File: src/rtl/ia_ctrl_pkg.sv
// Shared definitions for the IA fetch path: FSM state encoding, arbiter
// command codes and lane geometry.
package ia_ctrl_pkg;

  // Number of arbiter lanes (op_1..op_4) that make up one IA tile.
  localparam int LANE_COUNT = 4;
  localparam int LANE_W     = $clog2(LANE_COUNT);

  typedef enum logic [2:0] {
    S_IDLE    = 3'd0,
    S_READ    = 3'd1,
    S_WAIT    = 3'd2,
    S_LOAD    = 3'd3,
    S_PRESENT = 3'd4,
    S_DONE    = 3'd5
  } state_t;

  // Lane arbiter commands; codes 6 and 7 are never driven.
  typedef enum logic [2:0] {
    ARB_HOLD  = 3'd0,
    ARB_LOAD1 = 3'd1,
    ARB_LOAD2 = 3'd2,
    ARB_LOAD3 = 3'd3,
    ARB_LOAD4 = 3'd4,
    ARB_CLEAR = 3'd5
  } arb_cmd_t;

  // LOAD command for a zero-based lane index (lane 0 -> LOAD1).
  function automatic logic [2:0] arb_load(input logic [LANE_W-1:0] lane);
    return 3'(lane) + 3'd1;
  endfunction

endpackage

File: src/rtl/ia_addr_gen.sv
// Address generator for the IA fetch path. Holds the base/tile/lane
// registers and produces the registered BRAM row address
// base + 4*tile + lane, wrapping at 2^address_width.
module ia_addr_gen
  import ia_ctrl_pkg::*;
#(
  parameter int address_width  = 5,
  parameter int tile_cnt_width = 4
) (
  input  logic                      clock,
  input  logic                      reset,
  input  logic                      load,       // start of run: latch base, zero tile/lane
  input  logic [address_width-1:0]  base_addr,
  input  logic                      lane_inc,
  input  logic                      lane_clr,
  input  logic                      tile_inc,
  input  logic                      rd_next,    // next cycle is a READ
  output logic [LANE_W-1:0]         lane,
  output logic [tile_cnt_width-1:0] tile,
  output logic [address_width-1:0]  bram_addr
);

  logic [address_width-1:0]  base_q, base_n;
  logic [tile_cnt_width-1:0] tile_q, tile_n;
  logic [LANE_W-1:0]         lane_q, lane_n;
  logic [address_width-1:0]  addr_n;

  // Next-cycle base/tile/lane and the address they select, so the address
  // register lines up with the READ state rather than trailing it.
  always_comb begin
    // NOTE: every variable gets a default first so no path leaves it
    // unassigned, which would otherwise infer a latch.
    base_n = base_q;
    tile_n = tile_q;
    lane_n = lane_q;
    if (load) begin
      base_n = base_addr;
      tile_n = '0;
      lane_n = '0;
    end else begin
      if (lane_inc) lane_n = lane_q + 1'b1;
      if (lane_clr) lane_n = '0;
      if (tile_inc) tile_n = tile_q + 1'b1;
    end
    // Truncation to address_width gives the silent wrap.
    addr_n = base_n + (address_width'(tile_n) << 2) + address_width'(lane_n);
  end

  // Row registers and registered address; address reads as 0 outside READ.
  always_ff @(posedge clock) begin
    if (reset) begin
      base_q    <= '0;
      tile_q    <= '0;
      lane_q    <= '0;
      bram_addr <= '0;
    end else begin
      base_q    <= base_n;
      tile_q    <= tile_n;
      lane_q    <= lane_n;
      bram_addr <= rd_next ? addr_n : '0;
    end
  end

  assign lane = lane_q;
  assign tile = tile_q;

endmodule

File: src/rtl/ia_fetch_controller.sv
// IA fetch sequencer: reads four consecutive BRAM rows into arbiter lanes
// op_1..op_4, presents the tile with valid/ready, repeats tile_count times.
// All outputs are registered from the next-state decode, so they change on
// the edge that enters a state and never follow inputs combinationally.
// Optional build macro IA_FETCH_PERF_EN adds the stall_cycles counter port.
module ia_fetch_controller
  import ia_ctrl_pkg::*;
#(
  parameter int address_width  = 5,
  parameter int bram_latency   = 1,   // legal 1..3
  parameter int tile_cnt_width = 4
) (
  input  logic                      clock,
  input  logic                      reset,
  input  logic                      start,
  input  logic [address_width-1:0]  base_addr,
  input  logic [tile_cnt_width-1:0] tile_count,
  input  logic                      abort,
  output logic                      bram_en,
  output logic [address_width-1:0]  bram_addr,
  output logic [2:0]                arb_control,
  output logic                      tile_valid,
  input  logic                      tile_ready,
  output logic                      busy,
  output logic                      done
`ifdef IA_FETCH_PERF_EN
  ,
  output logic [31:0]               stall_cycles
`endif
);

  state_t                    state_q, state_n;
  logic [1:0]                wait_q, wait_n;
  logic [tile_cnt_width-1:0] tile_cnt_q;
  logic [tile_cnt_width-1:0] tile_q, tile_next;
  logic [LANE_W-1:0]         lane_q;
  logic                      load, lane_inc, lane_clr, tile_inc;
  logic                      en_n, valid_n, busy_n, done_n;
  logic [2:0]                arb_n;

  assign tile_next = tile_q + 1'b1;

  // Next-state logic, address-generator commands and next output values.
  always_comb begin
    state_n  = state_q;
    wait_n   = wait_q;
    load     = 1'b0;
    lane_inc = 1'b0;
    lane_clr = 1'b0;
    tile_inc = 1'b0;

    case (state_q)
      S_IDLE: begin
        if (start) begin
          if (tile_count == '0) begin
            state_n = S_DONE;
          end else begin
            state_n = S_READ;
            load    = 1'b1;
          end
        end
      end
      S_READ: begin
        if (bram_latency > 1) begin
          state_n = S_WAIT;
          wait_n  = '0;
        end else begin
          state_n = S_LOAD;
        end
      end
      S_WAIT: begin
        // Stay bram_latency-1 cycles so LOAD lands bram_latency after READ.
        if (int'(wait_q) >= bram_latency - 2) state_n = S_LOAD;
        else                                  wait_n  = wait_q + 1'b1;
      end
      S_LOAD: begin
        if (lane_q < LANE_W'(LANE_COUNT - 1)) begin
          lane_inc = 1'b1;
          state_n  = S_READ;
        end else begin
          lane_clr = 1'b1;
          state_n  = S_PRESENT;
        end
      end
      S_PRESENT: begin
        if (tile_ready) begin
          tile_inc = 1'b1;
          state_n  = (tile_next == tile_cnt_q) ? S_DONE : S_READ;
        end
      end
      S_DONE:  state_n = S_IDLE;
      default: state_n = S_IDLE;
    endcase

    // Abort beats everything else, including a simultaneous accept.
    if (abort && state_q != S_IDLE) begin
      state_n  = S_IDLE;
      lane_inc = 1'b0;
      lane_clr = 1'b0;
      tile_inc = 1'b0;
    end

    // Outputs decoded from the state being entered.
    en_n    = (state_n == S_READ);
    valid_n = (state_n == S_PRESENT);
    busy_n  = (state_n != S_IDLE);
    done_n  = 1'b0;
    arb_n   = ARB_HOLD;
    case (state_n)
      S_LOAD: arb_n = arb_load(lane_q);
      S_DONE: begin
        arb_n  = ARB_CLEAR;
        done_n = 1'b1;
      end
      default: arb_n = ARB_HOLD;
    endcase
    if (abort && state_q != S_IDLE) arb_n = ARB_CLEAR;
  end

  // State, latency counter, latched tile count and registered outputs.
  always_ff @(posedge clock) begin
    // NOTE: sequential state uses non-blocking assignments so every register
    // samples pre-edge values regardless of statement order.
    if (reset) begin
      state_q     <= S_IDLE;
      wait_q      <= '0;
      tile_cnt_q  <= '0;
      bram_en     <= 1'b0;
      arb_control <= ARB_HOLD;
      tile_valid  <= 1'b0;
      busy        <= 1'b0;
      done        <= 1'b0;
    end else begin
      state_q     <= state_n;
      wait_q      <= wait_n;
      if (load) tile_cnt_q <= tile_count;
      bram_en     <= en_n;
      arb_control <= arb_n;
      tile_valid  <= valid_n;
      busy        <= busy_n;
      done        <= done_n;
    end
  end

  ia_addr_gen #(
    .address_width  (address_width),
    .tile_cnt_width (tile_cnt_width)
  ) u_addr_gen (
    .clock     (clock),
    .reset     (reset),
    .load      (load),
    .base_addr (base_addr),
    .lane_inc  (lane_inc),
    .lane_clr  (lane_clr),
    .tile_inc  (tile_inc),
    .rd_next   (en_n),
    .lane      (lane_q),
    .tile      (tile_q),
    .bram_addr (bram_addr)
  );

`ifdef IA_FETCH_PERF_EN
  logic [31:0] stall_q;

  // Saturating count of cycles the presented tile waits on downstream.
  always_ff @(posedge clock) begin
    if (reset) begin
      stall_q <= '0;
    end else if (state_q == S_IDLE && start) begin
      stall_q <= '0;
    end else if (tile_valid && !tile_ready && stall_q != '1) begin
      stall_q <= stall_q + 1'b1;
    end
  end

  assign stall_cycles = stall_q;
`endif

endmodule

File: config.mk
export PLATFORM = sky130hd
export DESIGN_NAME = ia_fetch_controller
export DESIGN_NICKNAME = d
export VERILOG_FILES = /design/src/rtl/ia_ctrl_pkg.sv /design/src/rtl/ia_addr_gen.sv /design/src/rtl/ia_fetch_controller.sv
export SDC_FILE = /design/constraint.sdc
export NUM_CORES = 1
export LEC_CHECK = 0
export BUFFER_PORTS_ARGS = -buffer_cell sky130_fd_sc_hd__buf_2
export CAP_MARGIN = 15
export CORE_UTILIZATION = 41
export DETAILED_ROUTE_END_ITERATION = 16
export GPL_ROUTABILITY_DRIVEN = 0
export HOLD_SLACK_MARGIN = 0.05
export SYNTH_ARGS = -nofsm -noshare
export SYNTH_HDL_FRONTEND = slang
export SYNTH_HIERARCHICAL = 1
export SYNTH_SLANG_ARGS = --single-unit
File: constraint.sdc
create_clock -name clock -period 3.74 [get_ports clock]
set_clock_uncertainty 0.1 [all_clocks]
set_input_delay 0.374 -clock clock [delete_from_list [all_inputs] [get_ports clock]]
set_output_delay 0.374 -clock clock [all_outputs]
set_load 0.02 [all_outputs]
==> After elaboration in Yosys (flattened, before gate mapping) <==
Index checks and enable logic that the tools add are counted.
{ "op_classes": {"n_reduce_logical": 9, "addsub": 5, "eq_ne": 9, "order_cmp": 1, "bitwise": 1, "mux": 28} }
{ "op_table": {"columns": ["op", "n"], "rows": [
  ["$mux 3", 9],
  ["$mux 1", 13],
  ["$pmux 3 s4", 1],
  ["$eq 3x2->1 const B", 3],
  ["$eq 3x3->1 const B", 3],
  ["$reduce_or 2->1", 4],
  ["$eq 3x1->1 const B", 2],
  ["$mux 2", 3],
  ["$pmux 3 s2", 1],
  ["$reduce_bool 3->1", 2],
  ["$add 5x2->5", 1],
  ["$add 5x5->5", 1],
  ["$mux 5", 1],
  ["$add 4x1->4 const B", 1],
  ["$eq 4x4->1", 1],
  ["$logic_not 4->1", 1],
  ["$add 2x1->3 const B", 1],
  ["$logic_not 3->1", 1],
  ["$add 2x1->2 const B", 1],
  ["$lt 2x2->1 const B", 1],
  ["$logic_and 1x1->1", 1],
  ["$not 1->1", 1]
]} }
{ "word_totals": {"regBits": 30, "wordCells": 66, "inputBits": 14, "output_inout_bits": 12} }

==> Depth between registers and ports, before layout <==
Gate-level depths: netlist of the first run.
{ "depth": {"ltp_word": 9, "ltp_mapped": 15, "mapped_depth_nobuf": 12} }

==> Hierarchy <==
The synthesis of the first run kept the hierarchy.
{ "by_module_without_submodules": {"columns": ["mod", "n_inst", "seq_area_each_um2", "area_per_inst_um2", "cells_each"], "rows": [
  ["ia_addr_gen", 1, 320.3, 762.0, 82],
  ["ia_fetch_controller", 1, 280.3, 715.7, 79]
]} }

==> Least setup slack after synthesis of the first run <==
Ideal clock, no wire load.
{ "synth_timing": {"path_type": "input -> register", "from": "input port tile_count[3]", "to": "register u_addr_gen.bram_addr[4]", "required_time_ns": 3.515, "setup_time_ns": 0.125, "cell_stages": 13, "t_arrival_ns": 2.729, "setup_slack_ns": 0.786, "n_path_buf": 2, "cell_sequence": "or4_4 nand2_1 inv_1 buf_2 buf_2 nor3_1 ha_1 inv_1 fa_1 nand2b_1 a21oi_1 or3_1 nand4_1"} }
{ "synth_via": {"elab_cells_between_ends": 16, "classes_between": "2 x add/sub; 1 x eq/ne; 10 x mux; 1 x bitwise; 2 x reduce/logical"} }
{ "synth_lines": {"columns": ["item", "line_no", "rtl"], "rows": [
  ["start: declaration", "ia_fetch_controller.sv:17", "input logic [tile_cnt_width-1:0] tile_count,"],
  ["$logic_not 4->1", "ia_fetch_controller.sv:55", "if (tile_count == '0) begin"],
  ["$mux 1", "ia_fetch_controller.sv:55", null],
  ["$mux 1", "ia_fetch_controller.sv:54", "if (start) begin"],
  ["$mux 1", "ia_fetch_controller.sv:52", "case (state_q)"],
  ["named net load", "ia_fetch_controller.sv:37", "logic load, lane_inc, lane_clr, tile_inc;"],
  ["$mux 2", "ia_addr_gen.sv:36", "if (load) begin"],
  ["named net u_addr_gen.lane_n[0]", "ia_addr_gen.sv:25", "logic [LANE_W-1:0] lane_q, lane_n;"],
  ["$add 5x2->5", "ia_addr_gen.sv:46", "addr_n = base_n + (address_width'(tile_n) << 2) + address_width'(lane_n);"],
  ["end signal: assignment", "ia_addr_gen.sv:60", "bram_addr <= rd_next ? addr_n : '0;"],
  ["end: declaration", "ia_addr_gen.sv:20", "output logic [address_width-1:0] bram_addr"]
]} }
The timed path passes the listed nets, and every way through them passes these cells.
A chain may end at the register's enable or synchronous reset.

==> Worst setup path in the final report of the first run <==
{ "layout_timing": {"from": "register state_q[1]", "to": "register u_addr_gen.bram_addr[4]"} }
{ "layout_via": {"elab_cells_between_ends": 30, "classes_between": "2 x add/sub; 5 x eq/ne; 17 x mux; 1 x bitwise; 5 x reduce/logical"} }
{ "layout_lines": {"columns": ["item", "line_no", "rtl"], "rows": [
  ["start: declaration", "ia_fetch_controller.sv:32", "state_t state_q, state_n;"],
  ["start signal: assignment", "ia_fetch_controller.sv:134", "state_q <= state_n;"],
  ["$logic_not 3->1", "ia_fetch_controller.sv:52", null],
  ["$mux 1", "ia_fetch_controller.sv:52", null],
  ["named net load", "ia_fetch_controller.sv:37", null],
  ["$mux 5", "ia_addr_gen.sv:36", null],
  ["named net u_addr_gen.base_n[0]", "ia_addr_gen.sv:23", "logic [address_width-1:0] base_q, base_n;"],
  ["$add 5x5->5", "ia_addr_gen.sv:46", null],
  ["$add 5x2->5", "ia_addr_gen.sv:46", null]
]} }
The timed path passes the listed nets, and every way through them passes these cells.

==> flow_summary.toml, run 1 <==
[worst_setup_path]
worstSetupPathType = "reg2reg"
worst_ep_required_time_ns = 3.92
timing.rr.start = "state_q[1]"
crit_arrival_ns = 3.52
r2r_slack_ns = 0.41
crit_path_start = "state_q[1]"
path_max_fanout = 18
cp-start-kind = "flip-flop"
endpoint_kind = "flip-flop"
r2r_end = "u_addr_gen/bram_addr[4]"
reg2regPathDepth = 12

[cells_and_area]
n_antenna_cell = 0
fin_nets = 207
fin_cells = 232
nFillCells = 329
area_growth_pct = 14.2
drive_gt1_share_pct = 22.6
postLayoutCoreUtil_pct = 49.8
final_area_um2 = 1690

[synth]
synth-compound-area-share_pct = 10.1
synth_ff_type = "dfxtp_1"
yosysWarnings = 6
synth_top_family_by_area = "simple AND/OR/NAND/NOR gates"
syn_area_um2 = 1480
yosys.cell_types.count = 38
syn_area_per_cell_um2 = 9.18
synthAdderAreaFrac_pct = 7.28
netlist_top_cells_area = "dfxtp_1, ha_1, nor2_1"
synth_nets = 183
synth_area_leader_cell = "dfxtp_1"
synth_mux_area_share_pct = 3.64
synth_edf_count = 0
postSynthCellCount = 161
yosys.area_share.simple_pct = 23.7
synth_top_cell_area_share_pct = 40.6
synth_seq_cells = 30
postSynth.asyncResetShare_pct = 0
yosysSeqAreaShare_pct = 40.6
synth-xor-area-share_pct = 9.48

[pwr]
p_leak_uw = 0.000726
ir_drop_v = 0.000240
powerDensity_nw_per_um2 = 410

[detailed_routing]
routed_wl_um = 2630
initialDrtViolationCount = 14
ant_nets = 0
drc = 0
first_pass_iters = 4
vias = 1148
routed_via_density = 4.95
wire_per_inst_um = 11.3

[grt]
grt_pass1_wl_um = 4280
grt_pass1_vias = 999
grt_antenna_before_repair = 0
grt_util_all_layers_pct = 15.6
grt_overflow = 0
grt_max_degree = 27

[hold_path]
holdPathStages = 3
min_from = "tile_count[1]"
holdPathEnd = "tile_cnt_q[1]"
min_path_type = "in2reg"

[sta]
fin_crit_ns = 3.33
post-route-period-util_pct = 89.2
finalSetupTns_ns = 0
fmax_mhz = 300
rsz0062_at_grt = "no"
report.final.hold_viol_count = 0
slew-limit-headroom_pct = 58.5
maxSlewViolCount = 0
tightest_slew_ns = 0.616
setup_viol = 0

[die]
die_width_um = 62.0
initial_utilization_pct = 43.6
core_area_um2 = 3390
dieArea_um2 = 3850
fp.dieH_um = 62.0
io-pin-count = 26
fp-row-count = 21

[cts]
clkLatencyLatePin_ns = 0.33
post_cts_buffers = 0
hold_buffers = 0
clk_pin_slew_worst_paths_ns = 0.10
root_buffer = "clkbuf_4"
cts_made_buffers = 5
post_cts_resized = 0
cts.sink_count = 30
h-tree-depth = 2
cts.path.max_buffers = 2
cts_tree = "done"

[placed_design]
hpwl_um = 1870
place_area_um2 = 1610
dp.cells = 224
place.port_buffers = 25

[run_status]
outcome = "finished clean"

[run]
maxCapViolations = 0
[kinds of logic (layout without fill, tap and decap cells)]
kind of cell	Yosys count	in the layout
AO/OA/AOI/OAI	21	21
XOR/XNOR	16	16
multiplexers	5	5
flip-flops	30	30
adder cells (fa/ha/maj)	8	8
buffers and inverters	15	40
AND/OR/NAND/NOR	66	66
[worst max-delay path by stage]
stage | slack (ns) | endpoint
finish | 0.41 | u_addr_gen/bram_addr[4]
global route | 0.12 | u_addr_gen/bram_addr[4]
CTS | 0.39 | u_addr_gen/bram_addr[4]
detailed placement | 0.43 | u_addr_gen/bram_addr[4]
global placement | 0.51 | u_addr_gen/bram_addr[4]
floorplan | 0.79 | u_addr_gen/bram_addr[4]
[sequential cells by signal, indices dropped and copies added (netlist names)]
signal and count:
u_addr_gen/tile 4, done 1, u_addr_gen/lane 2, tile_cnt_q 4, bram_en 1, state_q 3, u_addr_gen/bram_addr 5, u_addr_gen/base_q 5
arb_control 3, tile_valid 1, busy 1
[per-stage QoR]
step / hold slack [ns] / setup slack, ns / power [uW]
floorplan: 0.346 / 0.786 / 425
global placement: 0.379 / 0.510 / 447
detailed placement: 0.381 / 0.435 / 448
CTS: 0.207 / 0.392 / 703
global route: 0.226 / 0.123 / 729
finish: 0.219 / 0.405 / 692
[final cells by class]
cell class | count | area, um^2 | share of cell area, %
Multi-Input combinational cell | 116 | 801 | 47.4
Sequential cell | 30 | 601 | 35.6
Timing Repair Buffer | 25 | 125 | 7.41
Tap cell | 46 | 57.6 | 3.41
Clock inverter | 3 | 40.0 | 2.37
Clock buffer | 5 | 37.5 | 2.22
Inverter | 7 | 26.3 | 1.56
[synthesized netlist by cell type (all sizes together) (2+ instances only)]
library cell and n:
dfxtp 30, nor2 22, xnor2 9, nor3 8, a21oi 7, ha 7
inv 7, nand2 7, xor2 7, buf 6, nor2b 5, a22oi 4
nor3b 4, and2 3, mux2 3, nand2b 3, nand3 3, nor4 3
a41oi 2, clkbuf 2, mux2i 2, nand4 2, o21ai 2, o22ai 2
o31ai 2, or3 2, or4 2
[placed cells by master, fill, tap and decap left out, types with 2 or more instances in the layout]
master / Yosys / routed
dfxtp_1: 30 / 30
nor2_1: 22 / 22
o21ai_0: 2 / 2
nand4_1: 2 / 2
inv_1: 7 / 7
nand3_1: 3 / 3
clkinv_2: 0 / 2
ha_1: 7 / 7
o31ai_1: 2 / 2
xnor2_1: 9 / 9
nor3b_1: 3 / 3
nand2b_1: 3 / 3
nor2b_1: 5 / 5
buf_2: 4 / 25
xor2_1: 7 / 7
mux2_2: 3 / 3
a21oi_1: 7 / 7
mux2i_1: 2 / 2
nand2_1: 7 / 7
nor3_1: 8 / 8
nor4_1: 3 / 3
and2_1: 2 / 2
clkbuf_4: 0 / 5
a22oi_1: 4 / 4
or3_1: 2 / 2
[metal layers]
metal,up-vias,GRT usage (%),wire [um]
met5,-,0,0
met4,0,7.62,58
met3,5,5.59,100
met2,17,24.0,1180
met1,527,19.2,1290
li1,599,-,-
[critical path, stage by stage, from the launching register on]
cell and delay, ns:
dfxtp_1 0.42, nor3_1 0.31, and2_2 0.25, nand2_1 0.13, inv_1 0.42, mux2_2 0.41, ha_1 0.22, inv_1 0.07
fa_1 0.19, nand2b_1 0.11, a21oi_1 0.10, or4_1 0.47, nand4_1 0.09
[report_power, final]
| group | internal [uW] | leakage [uW] | switching [uW] |
|---|---|---|---|
| registers | 335 | 0.000245 | 9.38 |
| clock network | 138 | 0.0000450 | 113 |
| logic | 39.5 | 0.000436 | 56.7 |
Note: power is estimated with default switching activity, not from simulation.
==> inputs of run 2 (changes only) <==
--- a/config.mk
+++ b/config.mk
@@ -7,10 +7,14 @@
 export LEC_CHECK = 0
 export BUFFER_PORTS_ARGS = -buffer_cell sky130_fd_sc_hd__buf_2
 export CAP_MARGIN = 15
-export CORE_UTILIZATION = 41
+export CELL_PAD_IN_SITES_DETAIL_PLACEMENT = 0
+export CELL_PAD_IN_SITES_GLOBAL_PLACEMENT = 2
+export CORE_MARGIN = 3
+export CORE_UTILIZATION = 33
 export DETAILED_ROUTE_END_ITERATION = 16
 export GPL_ROUTABILITY_DRIVEN = 0
 export HOLD_SLACK_MARGIN = 0.05
+export PLACE_DENSITY_LB_ADDON = 0.1
 export SYNTH_ARGS = -nofsm -noshare
 export SYNTH_HDL_FRONTEND = slang
 export SYNTH_HIERARCHICAL = 1
==> flow_summary.toml, run 2 (synthesized netlist as in run 1, its figures left out) <==
[hold_path]
min_path_type = "in2reg"
holdPathEnd = "tile_cnt_q[0]"
holdPathStages = 3
min_from = "tile_count[0]"

[worst_setup_path]
r2r_slack_ns = 0.50
cp_num_buf_inv = 2
cp-start-kind = "flip-flop"
cp_common_cell = "inv_1"
r2r_end = "u_addr_gen/bram_addr[4]"
path_depth = 12
worst_ep_required_time_ns = 3.86
cpPeakStageDelay_ns = 0.48
crit_chain = "nor3_1 -> and2_2 -> nand2_1 -> inv_1 -> mux2_2 -> ha_1 -> inv_1 -> fa_1 -> nand2b_1 -> a21oi_1 -> or4_1 -> nand4_1"
endpoint_kind = "flip-flop"
crit_path_start = "state_q[0]"
worstSetupPathType = "reg2reg"
crit_arrival_ns = 3.37
reg2regPathDepth = 12
cp_top_family = "simple AND/OR/NAND/NOR gates"
path_max_fanout = 10
timing.rr.start = "state_q[0]"
crit_slowest_cell = "or4_1"

[sta]
maxSlewViolCount = 0
fin_crit_ns = 3.24
rsz0062_at_grt = "no"
slew-limit-headroom_pct = 56.8
post-route-period-util_pct = 86.7
setup_viol = 0
fmax_mhz = 308
tightest_slew_ns = 0.642
finalSetupTns_ns = 0
report.final.hold_viol_count = 0

[die]
initial_utilization_pct = 35.7
dieArea_um2 = 5320
fp.dieH_um = 72.9
die_width_um = 72.9
io-pin-count = 26
fp-row-count = 23
core_area_um2 = 4140

[detailed_routing]
first_pass_iters = 4
routed_via_density = 4.92
wire_per_inst_um = 12.8
routed_wl_um = 3030
vias = 1167
initialDrtViolationCount = 35
ant_nets = 0
drc = 0

[pwr]
powerDensity_nw_per_um2 = 442
p_clk_share_pct = 42.1
switchingPower_uw = 194
sw_frac_of_total_pct = 25.4
p_comb_share_pct = 12.9
p_seq_share_pct = 45.0
p_leak_uw = 0.000744
finalPower_uw = 766
ir_drop_v = 0.000319
p_int_uw = 572

[run_status]
outcome = "finished clean"

[cts]
clk_pin_slew_worst_paths_ns = 0.07
cts.path.max_buffers = 2
cts.sink_count = 30
hold_buffers = 0
h-tree-depth = 2
cts_tree = "done"
clkLatencyLatePin_ns = 0.29
root_buffer = "clkbuf_8"
cts_made_buffers = 5
post_cts_buffers = 0
post_cts_resized = 0

[cells_and_area]
final_common_cell = "dfxtp_1"
area_growth_pct = 17.2
fin_nets = 208
mostFrequentLayoutCells = "dfxtp_1, buf_2, nor2_1, xnor2_1, nor3_1"
nFillCells = 432
top_regs = "u_addr_gen/base_q (5), u_addr_gen/bram_addr (5)"
n_antenna_cell = 0
drive_gt1_share_pct = 23.0

[grt]
grt_antenna_before_repair = 0
grt_pass1_vias = 1153
grt_util_all_layers_pct = 12.5
grt_overflow = 0
grt_pass1_wl_um = 5070
grt_max_degree = 27

[placed_design]
hpwl_um = 2180
place.port_buffers = 25

[run]
maxCapViolations = 0
-- run 2: cell types whose count changed in the layout (fill, tap and decap cells not counted) --
cell      change
buf_4         +1
clkbuf_8      +5
clkbuf_4      -5
-- run 2: area by class of cell --
class | instances | area (um^2) | area share, %
clock inverters | 3 | 40.0 | 2.31
flip-flops and latches | 30 | 601 | 34.7
well taps | 50 | 62.6 | 3.61
multi-input cells | 116 | 801 | 46.2
clock buffers | 5 | 68.8 | 3.97
repair buffers | 26 | 133 | 7.66
inverters | 7 | 26.3 | 1.52
-- run 2: worst max-delay path by stage --
stage	to	slack, ns
finish	u_addr_gen/bram_addr[4]	0.50
detailed placement	u_addr_gen/bram_addr[4]	0.51
floorplan	u_addr_gen/bram_addr[4]	0.79
global route	u_addr_gen/bram_addr[4]	0.14
global placement	u_addr_gen/bram_addr[4]	0.62
CTS	u_addr_gen/bram_addr[4]	0.47
-- run 2: power by group through the flow --
stage / Clock (uW) / Combinational (uW) / Sequential [uW]
floorplan: 0 / 68.4 / 357
global placement: 0 / 98.6 / 352
detailed placement: 0 / 99.3 / 352
CTS: 335 / 99.7 / 344
global route: 345 / 112 / 346
finish: 323 / 99.0 / 344
-- run 2: tightest hold or removal path, stage by stage --
cell     delay, ns
buf_2         0.09
a22oi_1       0.07
nor2_1        0.08
-- run 2: metrics by stage --
stage	utilization [%]	setup slack, ns	instance area, um^2	hold WS [ns]	cells
global route	41.8	0.138	1730	0.272	237
floorplan	-	0.786	1480	0.346	161
global placement	39.2	0.617	1620	0.377	229
detailed placement	39.2	0.507	1620	0.386	229
finish	41.8	0.497	1730	0.261	237
CTS	41.8	0.474	1730	0.256	237
-- run 2: per-layer routing --
| layer | GRT usage, % | wire length [um] | up-vias |
|---|---|---|---|
| met4 | 6.15 | 66 | 0 |
| met2 | 20.2 | 1390 | 31 |
| met1 | 14.9 | 1430 | 522 |
| met5 | 0 | 0 | - |
| met3 | 3.72 | 149 | 8 |
| li1 | - | - | 606 |
